$ cat config.mk
export PLATFORM = sky130hd
export DESIGN_NAME = button_event_ctrl
export DESIGN_NICKNAME = d
export VERILOG_FILES = /design/src/rtl/btn_pkg.sv /design/src/rtl/btn_evt_fifo.sv /design/src/rtl/button_event_ctrl.sv
export SDC_FILE = /design/constraint.sdc
export NUM_CORES = 1
export LEC_CHECK = 0
export ABC_CLOCK_PERIOD_IN_PS = 7600
export BUFFER_PORTS_ARGS = -buffer_cell sky130_fd_sc_hd__buf_2
export CAP_MARGIN = 30
export CORE_ASPECT_RATIO = 0.8
export CORE_MARGIN = 3
export CORE_UTILIZATION = 65
export CTS_CLUSTER_SIZE = 30
export DETAILED_ROUTE_END_ITERATION = 8
export PLACE_DENSITY = 0.9
export SYNTH_ARGS = -nofsm -noshare
export SYNTH_HDL_FRONTEND = slang
export SYNTH_HIERARCHICAL = 1
export SYNTH_SLANG_ARGS = --single-unit
$ cat constraint.sdc
create_clock -name clk -period 7.6 [get_ports clk]
set_clock_uncertainty 0.1 [all_clocks]
set_input_delay 0.38 -clock clk [delete_from_list [all_inputs] [get_ports clk]]
set_output_delay 0.38 -clock clk [all_outputs]
set_load 0.01 [all_outputs]
$ cat src/rtl/btn_pkg.sv
// Shared constants, types and helpers for the push-button scan controller.
package btn_pkg;

  localparam int N_BTN_DEF        = 5;
  localparam int TICK_DIV_DEF     = 1000;
  localparam int STABLE_SCANS_DEF = 100;
  localparam int FIFO_DEPTH_DEF   = 4;

  function automatic int idw(input int n);
    return (n > 1) ? $clog2(n) : 1;
  endfunction

  localparam int IDW_DEF = idw(N_BTN_DEF);

  typedef struct packed {
    logic [IDW_DEF-1:0] id;
    logic               rise;
  } btn_evt_t;

endpackage

$ cat src/rtl/btn_evt_fifo.sv
// Synchronous show-ahead FIFO of button events; the head entry is always on dout.
module btn_evt_fifo
  import btn_pkg::*;
#(
  parameter int  DEPTH = FIFO_DEPTH_DEF,
  parameter type T     = btn_evt_t
) (
  input  logic clk,
  input  logic rst,
  input  logic push,
  input  T     din,
  input  logic pop,
  output T     dout,
  output logic full,
  output logic empty
);

  localparam int AW = $clog2(DEPTH);
  localparam int CW = $clog2(DEPTH + 1);

  T              mem_r [DEPTH];
  logic [AW-1:0] wptr_r;
  logic [AW-1:0] rptr_r;
  logic [CW-1:0] count_r;
  logic          do_push_s;
  logic          do_pop_s;

  assign full  = (count_r == CW'(DEPTH));
  assign empty = (count_r == CW'(0));
  assign dout  = mem_r[rptr_r];

  // A push into a full FIFO is only accepted when the head leaves in the same cycle.
  assign do_pop_s  = pop & ~empty;
  assign do_push_s = push & (~full | do_pop_s);

  // Storage, pointers and occupancy.
  always_ff @(posedge clk or posedge rst) begin
    if (rst) begin
      for (int i = 0; i < DEPTH; i++) begin
        mem_r[i] <= '0;
      end
      wptr_r  <= '0;
      rptr_r  <= '0;
      count_r <= '0;
    end else begin
      if (do_push_s) begin
        mem_r[wptr_r] <= din;
        wptr_r        <= wptr_r + AW'(1);
      end
      if (do_pop_s) begin
        rptr_r <= rptr_r + AW'(1);
      end
      case ({do_push_s, do_pop_s})
        2'b10:   count_r <= count_r + CW'(1);
        2'b01:   count_r <= count_r - CW'(1);
        default: count_r <= count_r;
      endcase
    end
  end

endmodule

$ cat src/rtl/button_event_ctrl.sv
// Round-robin push-button debouncer: one shared scan slot walks the buttons,
// stability counters decide the debounced level, qualified edges are queued for the CPU.
module button_event_ctrl
  import btn_pkg::*;
#(
  parameter int N_BTN        = N_BTN_DEF,
  parameter int TICK_DIV     = TICK_DIV_DEF,
  parameter int STABLE_SCANS = STABLE_SCANS_DEF,
  parameter int FIFO_DEPTH   = FIFO_DEPTH_DEF
) (
  input  logic                    clk,
  input  logic                    rst,
  input  logic [N_BTN-1:0]        btn_raw,
  input  logic [N_BTN-1:0]        cfg_rise_en,
  input  logic [N_BTN-1:0]        cfg_fall_en,
  output logic [N_BTN-1:0]        btn_state,
  output logic                    evt_valid,
  output logic [idw(N_BTN)-1:0]   evt_id,
  output logic                    evt_rise,
  input  logic                    evt_ready,
  output logic                    overflow,
  input  logic                    ovf_clr
);

  localparam int IDW = idw(N_BTN);
  localparam int PW  = $clog2(TICK_DIV);
  localparam int CW  = $clog2(STABLE_SCANS + 1);

  typedef struct packed {
    logic [IDW-1:0] id;
    logic           rise;
  } evt_t;

  logic [N_BTN-1:0] sync1_r;
  logic [N_BTN-1:0] sync2_r;
  logic [N_BTN-1:0] state_r;
  logic [PW-1:0]    pre_r;
  logic [IDW-1:0]   ptr_r;
  logic [CW-1:0]    cnt_r [N_BTN];
  logic             overflow_r;

  logic             slot_tick_s;
  logic             sel_sync_s;
  logic             sel_state_s;
  logic [CW-1:0]    sel_cnt_s;
  logic             toggle_s;
  logic             new_s;
  logic             qual_s;
  logic             pop_s;
  logic             fifo_push_s;
  logic             full_s;
  logic             empty_s;
  evt_t             push_evt_s;
  evt_t             head_s;

  // Evaluation of the button owning the current scan slot.
  always_comb begin
    slot_tick_s = (pre_r == PW'(TICK_DIV - 1));
    sel_sync_s  = sync2_r[ptr_r];
    sel_state_s = state_r[ptr_r];
    sel_cnt_s   = cnt_r[ptr_r];
    toggle_s    = slot_tick_s & (sel_sync_s != sel_state_s) &
                  (sel_cnt_s == CW'(STABLE_SCANS - 1));
    new_s       = ~sel_state_s;
    if (new_s) begin
      qual_s = toggle_s & cfg_rise_en[ptr_r];
    end else begin
      qual_s = toggle_s & cfg_fall_en[ptr_r];
    end
    push_evt_s.id   = ptr_r;
    push_evt_s.rise = new_s;
    pop_s           = ~empty_s & evt_ready;
    fifo_push_s     = qual_s & (~full_s | pop_s);
  end

  // Two-flop synchronizer on every raw pin.
  always_ff @(posedge clk or posedge rst) begin
    if (rst) begin
      sync1_r <= '0;
      sync2_r <= '0;
    end else begin
      sync1_r <= btn_raw;
      sync2_r <= sync1_r;
    end
  end

  // Shared prescaler and round-robin scan pointer.
  always_ff @(posedge clk or posedge rst) begin
    if (rst) begin
      pre_r <= '0;
      ptr_r <= '0;
    end else if (slot_tick_s) begin
      pre_r <= '0;
      ptr_r <= (ptr_r == IDW'(N_BTN - 1)) ? IDW'(0) : ptr_r + IDW'(1);
    end else begin
      pre_r <= pre_r + PW'(1);
    end
  end

  // Stability counter and debounced level; any matching sample restarts the count.
  always_ff @(posedge clk or posedge rst) begin
    if (rst) begin
      for (int i = 0; i < N_BTN; i++) begin
        cnt_r[i] <= '0;
      end
      state_r <= '0;
    end else if (slot_tick_s) begin
      if (sel_sync_s == sel_state_s) begin
        cnt_r[ptr_r] <= '0;
      end else if (toggle_s) begin
        cnt_r[ptr_r]   <= '0;
        state_r[ptr_r] <= new_s;
      end else begin
        cnt_r[ptr_r] <= sel_cnt_s + CW'(1);
      end
    end
  end

  // Sticky drop flag; a new drop outranks a simultaneous clear.
  always_ff @(posedge clk or posedge rst) begin
    if (rst) begin
      overflow_r <= 1'b0;
    end else if (qual_s & full_s & ~pop_s) begin
      overflow_r <= 1'b1;
    end else if (ovf_clr) begin
      overflow_r <= 1'b0;
    end
  end

  btn_evt_fifo #(
    .DEPTH (FIFO_DEPTH),
    .T     (evt_t)
  ) u_fifo (
    .clk   (clk),
    .rst   (rst),
    .push  (fifo_push_s),
    .din   (push_evt_s),
    .pop   (pop_s),
    .dout  (head_s),
    .full  (full_s),
    .empty (empty_s)
  );

  assign btn_state = state_r;
  assign evt_valid = ~empty_s;
  assign evt_id    = head_s.id;
  assign evt_rise  = head_s.rise;
  assign overflow  = overflow_r;

endmodule

==> results of run 1 <==
-- registers in the layout, indices dropped and copies added, names as in the netlist --
name	cells
cnt_r	35
sync1_r	5
sync2_r	5
u_fifo/rptr_r	2
pre_r	10
u_fifo/wptr_r	2
btn_state	5
overflow	1
u_fifo/count_r	3
ptr_r	3
u_fifo/mem_r	16
-- worst max-delay path, delay by kind of cell (launching register included) --
family	cells	cell delay, ns
flops	1	0.71
compound gates	3	0.82
fa+ha+maj	2	0.43
xor+xnor	2	0.28
buf+inv	2	0.43
mux	1	0.37
simple gates	4	1.34
-- power by group through the flow --
stage               Clock, mW  Combinational (mW)  Sequential, mW
finish                  0.317              0.0985           0.511
global route            0.343               0.113           0.515
CTS                     0.322              0.0981           0.511
detailed placement          0              0.0977           0.520
global placement            0              0.0916           0.517
floorplan                   0              0.0825           0.507
-- kinds of logic after synthesis --
logic type,count (synthesis),synth area share
and+or+nand+nor,126,0.1494
DFF,87,0.4896
muxes,62,0.1722
AOI/OAI and AO/OA,55,0.09088
buffers and inverters,31,0.03461
xor gates and xnor gates,17,0.03349
adders and majority gates,10,0.02983
-- cell type report --
cell class                      instances  share of cell area
Sequential cell                        87              0.4486
Clock inverter                          7             0.01521
Clock buffer                            9             0.02552
Multi-Input combinational cell        270              0.4359
Tap cell                               84             0.02166
Timing Repair Buffer                   36             0.04228
Inverter                               14             0.01083
-- stage by stage --
step / worst slack [ns] / utilization / hold slack (ns)
after floorplan: 3.604 / - / 0.2312
after global placement: 3.240 / 0.7110 / 0.2352
after detailed placement: 3.082 / 0.7110 / 0.2379
after CTS: 3.043 / 0.7413 / 0.004888
after global routing: 2.755 / 0.7460 / 0.001649
final: 3.001 / 0.7460 / 0.01196
-- metal layers --
metal	track usage	share of wire	up-vias
li1	-	-	1459
met1	0.3944	0.42	1592
met2	0.4089	0.47	193
met3	0.06288	0.099	27
met4	0.08868	0.019	0
met5	0	0	-
-- worst min path at each step --
| stage | slack, ns | end | startpoint |
|---|---|---|---|
| floorplan | 0.23 | sync2_r[0] | sync1_r[0] |
| global placement | 0.24 | sync2_r[3] | sync1_r[3] |
| detailed placement | 0.24 | sync2_r[2] | sync1_r[2] |
| CTS | 0.005 | sync1_r[2] | btn_raw[2] |
| global route | 0.002 | sync1_r[2] | btn_raw[2] |
| finish | 0.01 | sync1_r[2] | btn_raw[2] |
-- layout by cell type, fill, tap and decap left out, types with 4 or more instances in the layout --
master	n
o21ai_0	14
xnor2_1	8
a21oi_1	7
dfrtp_1	87
clkbuf_8	9
nand2b_1	5
nand2_1	35
o22ai_1	5
mux2_2	42
mux4_2	7
buf_4	4
nor2_1	22
nor3_1	11
o31ai_1	11
nand3_1	19
ha_1	9
buf_2	29
nand3b_1	4
and3_1	6
mux2i_1	12
inv_1	13
xor2_1	9
==> flow_summary.json, run 1 <==
{
  "antenna_cells": 0,
  "dr.pass1.iters": 7,
  "ctsResizeCount": 0,
  "start_kind": "flop",
  "syn2layout_area_growth_pct": 9.145,
  "finalSetupViolations": 0,
  "status": "completed",
  "synth_flop_cell": "dfrtp_1",
  "clk_pin_slew_ns": 0.10,
  "power.total_uw": 926.5,
  "synth.area.top_cells": "dfrtp_1, mux2_2, mux4_2",
  "r2r_setup_slack_ns": 3.00,
  "cts_hold_buf": 0,
  "ys_types": 58,
  "initial_core_util": 0.6835,
  "comb_power_share": 0.106,
  "worstSkewPairLatency_ns": 0.37,
  "endpoint": "u_fifo/count_r[2]",
  "grt-ovfl-total": 0,
  "async_flop_share": 1.000,
  "drt_iter0_markers": 367,
  "die-height_um": 79.98,
  "power_density_mw_per_mm2": 190.9,
  "drt-total-wl_um": 10180,
  "ys_ff_latch": 87,
  "core_area_mm2": 0.006506,
  "synth.avg_cell_area_um2": 11.46,
  "placed_area_mm2": 0.004626,
  "htree_levels": 3,
  "crit_type": "reg2reg",
  "end_kind": "flop",
  "fin_crit_sh": 0.6051,
  "p_int_uw": 658.7,
  "relSlewSlack": 0.3309,
  "fin_cells": 507,
  "cp.required_ns": 7.75,
  "wl_per_cell_um": 20.08,
  "fin_nets": 447,
  "synth_top_cell_area_share": 0.4896,
  "hpwl_um": 7371,
  "maxCapViolations": 0,
  "grt_pass1_vias": 3187,
  "grt_max_degree": 65,
  "post_cts_buffers": 0,
  "crit_start": "ptr_r[1]",
  "yosys.area.top_type": "dfrtp_1",
  "antenna_found_initial": 0,
  "synth_area_mm2": 0.004447,
  "multi_input_area_mm2": 0.002116,
  "regArea_mm2": 0.002177,
  "yosys-top-cells-count": "dfrtp_1, mux2_2, nand2_1",
  "leakagePower_nw": 2.233,
  "synthesis.nets": 417,
  "synthCells": 388,
  "seq_power_share": 0.551,
  "finalSetupTns_ns": 0,
  "remaining_drc_errors": 0,
  "clockBufferDepth": 2,
  "track_usage": 0.2721,
  "fin_area_mm2": 0.004853,
  "io_pins": 30,
  "drtAntennaViolNets": 0,
  "synth.most_common_cell": "dfrtp_1",
  "vias": 3271,
  "netSwitchingPower_uw": 267.9,
  "cts_buffers": 9,
  "cp_common_cell": "xor2_1",
  "period_needed_ns": 4.599,
  "pwr-share-clk": 0.342,
  "fmax_mhz": 217.4,
  "post-place-cells": 488,
  "ys_warn_count": 6,
  "cts_tree": "built",
  "synth_edf_count": 0,
  "finalHoldViolations": 0,
  "layout-drive-gt1-share": 0.2600,
  "cpMaxStageDelayCell": "dfrtp_1",
  "row_count": 26,
  "cts.sinks": 87,
  "r2r_start": "ptr_r[1]",
  "ir_drop_mv": 0.1547,
  "path_cells": "buf_4, mux2_2, a21oi_1, a211oi_1, a221o_1, or4_4, nor3b_1, nand2b_2, ha_1, inv_1, fa_1, xor2_1, nor2_1, xor2_1",
  "port_buffers": 29,
  "synth-seq-area-share": 0.4896,
  "viasPerCell": 6.452,
  "reg2reg_to": "u_fifo/count_r[2]",
  "grt_first_pass_wirelength_um": 16480,
  "r2r_cells": 14,
  "rsz0062_at_grt": "false",
  "num-fill-cells": 424,
  "crit_arrival_ns": 4.74,
  "place_congestion": 0.9493,
  "hold_path.class": "in2reg",
  "worstHoldPathCells": 1,
  "die_x_um": 98.48,
  "swShare": 0.2891,
  "critical_path.max_stage_delay_ns": 0.71,
  "worst_pin_slew_ns": 0.9959,
  "die_area_mm2": 0.007876,
  "cp_max_fo": 18,
  "maxSlewViolCount": 0,
  "root_buffer": "clkbuf_8"
}
(Power assumes the default switching activity.)
==> run 2: changes to the inputs <==
- ABC_AREA: not set -> 1
- ABC_CLOCK_PERIOD_IN_PS: 7600 -> 3900
- CORE_UTILIZATION: 65 -> 55
- PLACE_DENSITY: 0.9 -> 0.81
- clock period: 7.6 -> 3.9 ns (I/O delays scaled with it)
==> run 2 against run 1 <==
Net effect: die area rose by 27%; flip-flop and latch count did not move; cell count rose by 51%; largest power group unchanged; critical path depth rose by 4.
==> flow_summary.json, run 2 <==
{
  "status": "completed",
  "holdWs_ns": 0.1928,
  "finalSetupViolations": 0,
  "end_kind": "flop",
  "cp_max_fo": 12,
  "ys_ff_latch": 87,
  "synth_fa_ha_area_frac": 0.02740,
  "min_to": "u_fifo/rptr_r[0]",
  "grt_first_pass_wirelength_um": 20110,
  "worstHoldPathCells": 5,
  "period_needed_ns": 3.611,
  "io_pins": 30,
  "grt_pass1_vias": 4123,
  "largest_register_ffs": 35,
  "ys_warn_count": 6,
  "dr.pass1.iters": 5,
  "finalSetupTns_ns": 0,
  "die_area_mm2": 0.009970,
  "reg2reg_to": "u_fifo/count_r[1]",
  "drtAntennaViolNets": 0,
  "cts.sinks": 87,
  "layout_commonest_cell": "nand2_1",
  "die_x_um": 110.9,
  "place_congestion": 0.9872,
  "synth_xor_area_frac": 0.01086,
  "r2r_cells": 18,
  "yosys-top-cells-count": "nand2_1, dfrtp_1, inv_1",
  "crit_start": "ptr_r[0]",
  "grt-ovfl-total": 0,
  "antenna_cells": 0,
  "worst_pin_slew_ns": 0.9036,
  "synth-seq-area-share": 0.4497,
  "maxCapViolations": 0,
  "cts_buffers": 9,
  "antenna_found_initial": 0,
  "synthCells": 612,
  "hold_path.class": "in2reg",
  "async_flop_share": 1.000,
  "cpMaxStageDelayCell": "dfrtp_4",
  "htree_levels": 3,
  "r2r_start": "ptr_r[0]",
  "cp.required_ns": 4.08,
  "layout-drive-gt1-share": 0.1652,
  "r2r_setup_slack_ns": 0.29,
  "relSlewSlack": 0.3969,
  "initial_core_util": 0.5877,
  "start_kind": "flop",
  "remaining_drc_errors": 0,
  "layout_common_cells": "nand2_1, dfrtp_1, inv_1, nand3_1, nor2_1",
  "crit_buf_inv": 3,
  "muxShareOfSynthArea": 0,
  "finalHoldViolations": 0,
  "hpwl_um": 8474,
  "root_buffer": "clkbuf_8",
  "synth_flop_cell": "dfrtp_1",
  "synthSimpleGateAreaFrac": 0.3794,
  "port_buffers": 29,
  "hold_start": "evt_ready",
  "core_area_mm2": 0.008237,
  "ys_types": 37,
  "maxSlewViolCount": 0,
  "crit_arrival_ns": 3.79,
  "synth.area.top_cells": "dfrtp_1, nand2_1, nand3_1",
  "crit_type": "reg2reg",
  "num-fill-cells": 704,
  "drt-total-wl_um": 12010,
  "leakagePower_nw": 2.714,
  "grt_max_degree": 37,
  "synth_compound_area_frac": 0.05635,
  "clk_pin_slew_ns": 0.08,
  "synth.avg_cell_area_um2": 7.910,
  "path_cells": "buf_4, nor2_4, nand2_1, nand4_2, ha_2, inv_1, nor2_1, nand2_1, nor2_2, nand2_4, nor2_2, nand2_1, nor2_2, nand2_4, ha_1, inv_1, fa_1, o21ai_0",
  "synth_top_family_by_area": "simple AND/OR/NAND/NOR gates",
  "syn2layout_area_growth_pct": 10.44,
  "vias": 4293,
  "yosys.area.top_type": "dfrtp_1",
  "viasPerCell": 5.590,
  "rsz0062_at_grt": "false",
  "cts_tree": "built",
  "largest-register": "cnt_r",
  "wl_per_cell_um": 15.64,
  "synth.most_common_cell": "nand2_1",
  "fmax_mhz": 276.9,
  "power_density_mw_per_mm2": 360.2,
  "critical_path.max_stage_delay_ns": 0.59,
  "synth_top_cell_area_share": 0.4497,
  "track_usage": 0.2495,
  "fin_nets": 684,
  "reg_top3": "cnt_r (35), u_fifo/mem_r (16), pre_r (10)",
  "row_count": 29,
  "clockBufferDepth": 2,
  "die-height_um": 89.91,
  "worstSkewPairLatency_ns": 0.37,
  "crit_family": "simple AND/OR/NAND/NOR gates",
  "drt_iter0_markers": 438,
  "fin_crit_sh": 0.9258,
  "ir_drop_mv": 0.3691,
  "synth_edf_count": 0,
  "synth_area_mm2": 0.004841,
  "synthesis.nets": 641
}
-- run 2: cell types whose count changed after synthesis, sizes merged, moves of 26 or more --
cell   before  now
nand3      19   63
mux2       43    0
nor2       23   71
o21ai      15   42
nand4       1   27
nand2      35  205
inv        14   63
-- run 2: repair_timing --
| action | in CTS | in global routing |
|---|---|---|
| hold endpoints to repair | 64 | 0 |
| hold buffers | 7 | 0 |
| buffers inserted | 0 | 0 |
| setup endpoints to repair | 0 | 14 |
| resized for setup | 0 | 5 |
-- run 2: layout make-up --
class / count / area [um2] / share of cell area
Clock inverter: 2 / 13.76 / 0.002574
Inverter: 64 / 252.7 / 0.04727
Sequential cell: 87 / 2182 / 0.4081
Timing Repair Buffer: 46 / 290.3 / 0.05429
Tap cell: 108 / 135.1 / 0.02528
Clock buffer: 14 / 172.7 / 0.03230
Multi-Input combinational cell: 447 / 2300 / 0.4301
-- run 2: per-layer routing --
layer	vias up	track usage	part of all wire
met3	21	0.07987	0.11
met5	-	0	0
met4	0	0.05949	0.018
met1	2004	0.3567	0.44
met2	203	0.3712	0.44
li1	2065	-	-
-- run 2: worst max path at each step --
stage / slack (ns) / end / depth (start not counted)
finish: 0.29 / u_fifo/count_r[1] / 18
floorplan: 0.21 / u_fifo/count_r[1] / 21
global route: 0.03 / u_fifo/count_r[1] / 18
CTS: 0.03 / u_fifo/count_r[1] / 19
detailed placement: 0.09 / u_fifo/count_r[1] / 19
global placement: 0.24 / u_fifo/count_r[2] / 22
-- run 2: kinds of logic (layout without fill, tap and decap cells) --
| kind of cell | after synthesis | in the layout |
|---|---|---|
| compound gates | 52 | 52 |
| xor+xnor | 6 | 6 |
| fa+ha+maj | 10 | 10 |
| buf+inv | 78 | 126 |
| flops | 87 | 87 |
| simple gates | 379 | 379 |
-- run 2: tightest hold or removal path, cell delays in order --
cell     delay [ns]
buf_2          0.09
inv_1          0.04
nor2_1         0.05
nand2_1        0.16
xor2_1         0.09
-- run 2: stage by stage --
| stage | cells | setup slack, ns | area [um2] | power (mW) | utilization |
|---|---|---|---|---|---|
| 6_report | 768 | 0.2892 | 5346 | 1.926 | 0.6491 |
| 5_1_grt | 768 | 0.03355 | 5346 | 2.024 | 0.6491 |
| 4_1_cts | 768 | 0.02928 | 5336 | 1.926 | 0.6479 |
| 3_5_place_dp | 745 | 0.08938 | 5080 | 1.330 | 0.6167 |
| 3_3_place_gp | 745 | 0.2407 | 5080 | 1.319 | 0.6167 |
| 2_1_floorplan | 612 | 0.2083 | 4841 | 1.246 | - |
-- run 2: report_power, final --
| part | internal [mW] | total [mW] | switching (mW) | leakage [nW] |
|---|---|---|---|---|
| combinational | 0.130 | 0.344 | 0.213 | 1.45 |
| sequential | 0.935 | 0.983 | 0.0481 | 1.16 |
| clock | 0.285 | 0.599 | 0.315 | 0.0967 |
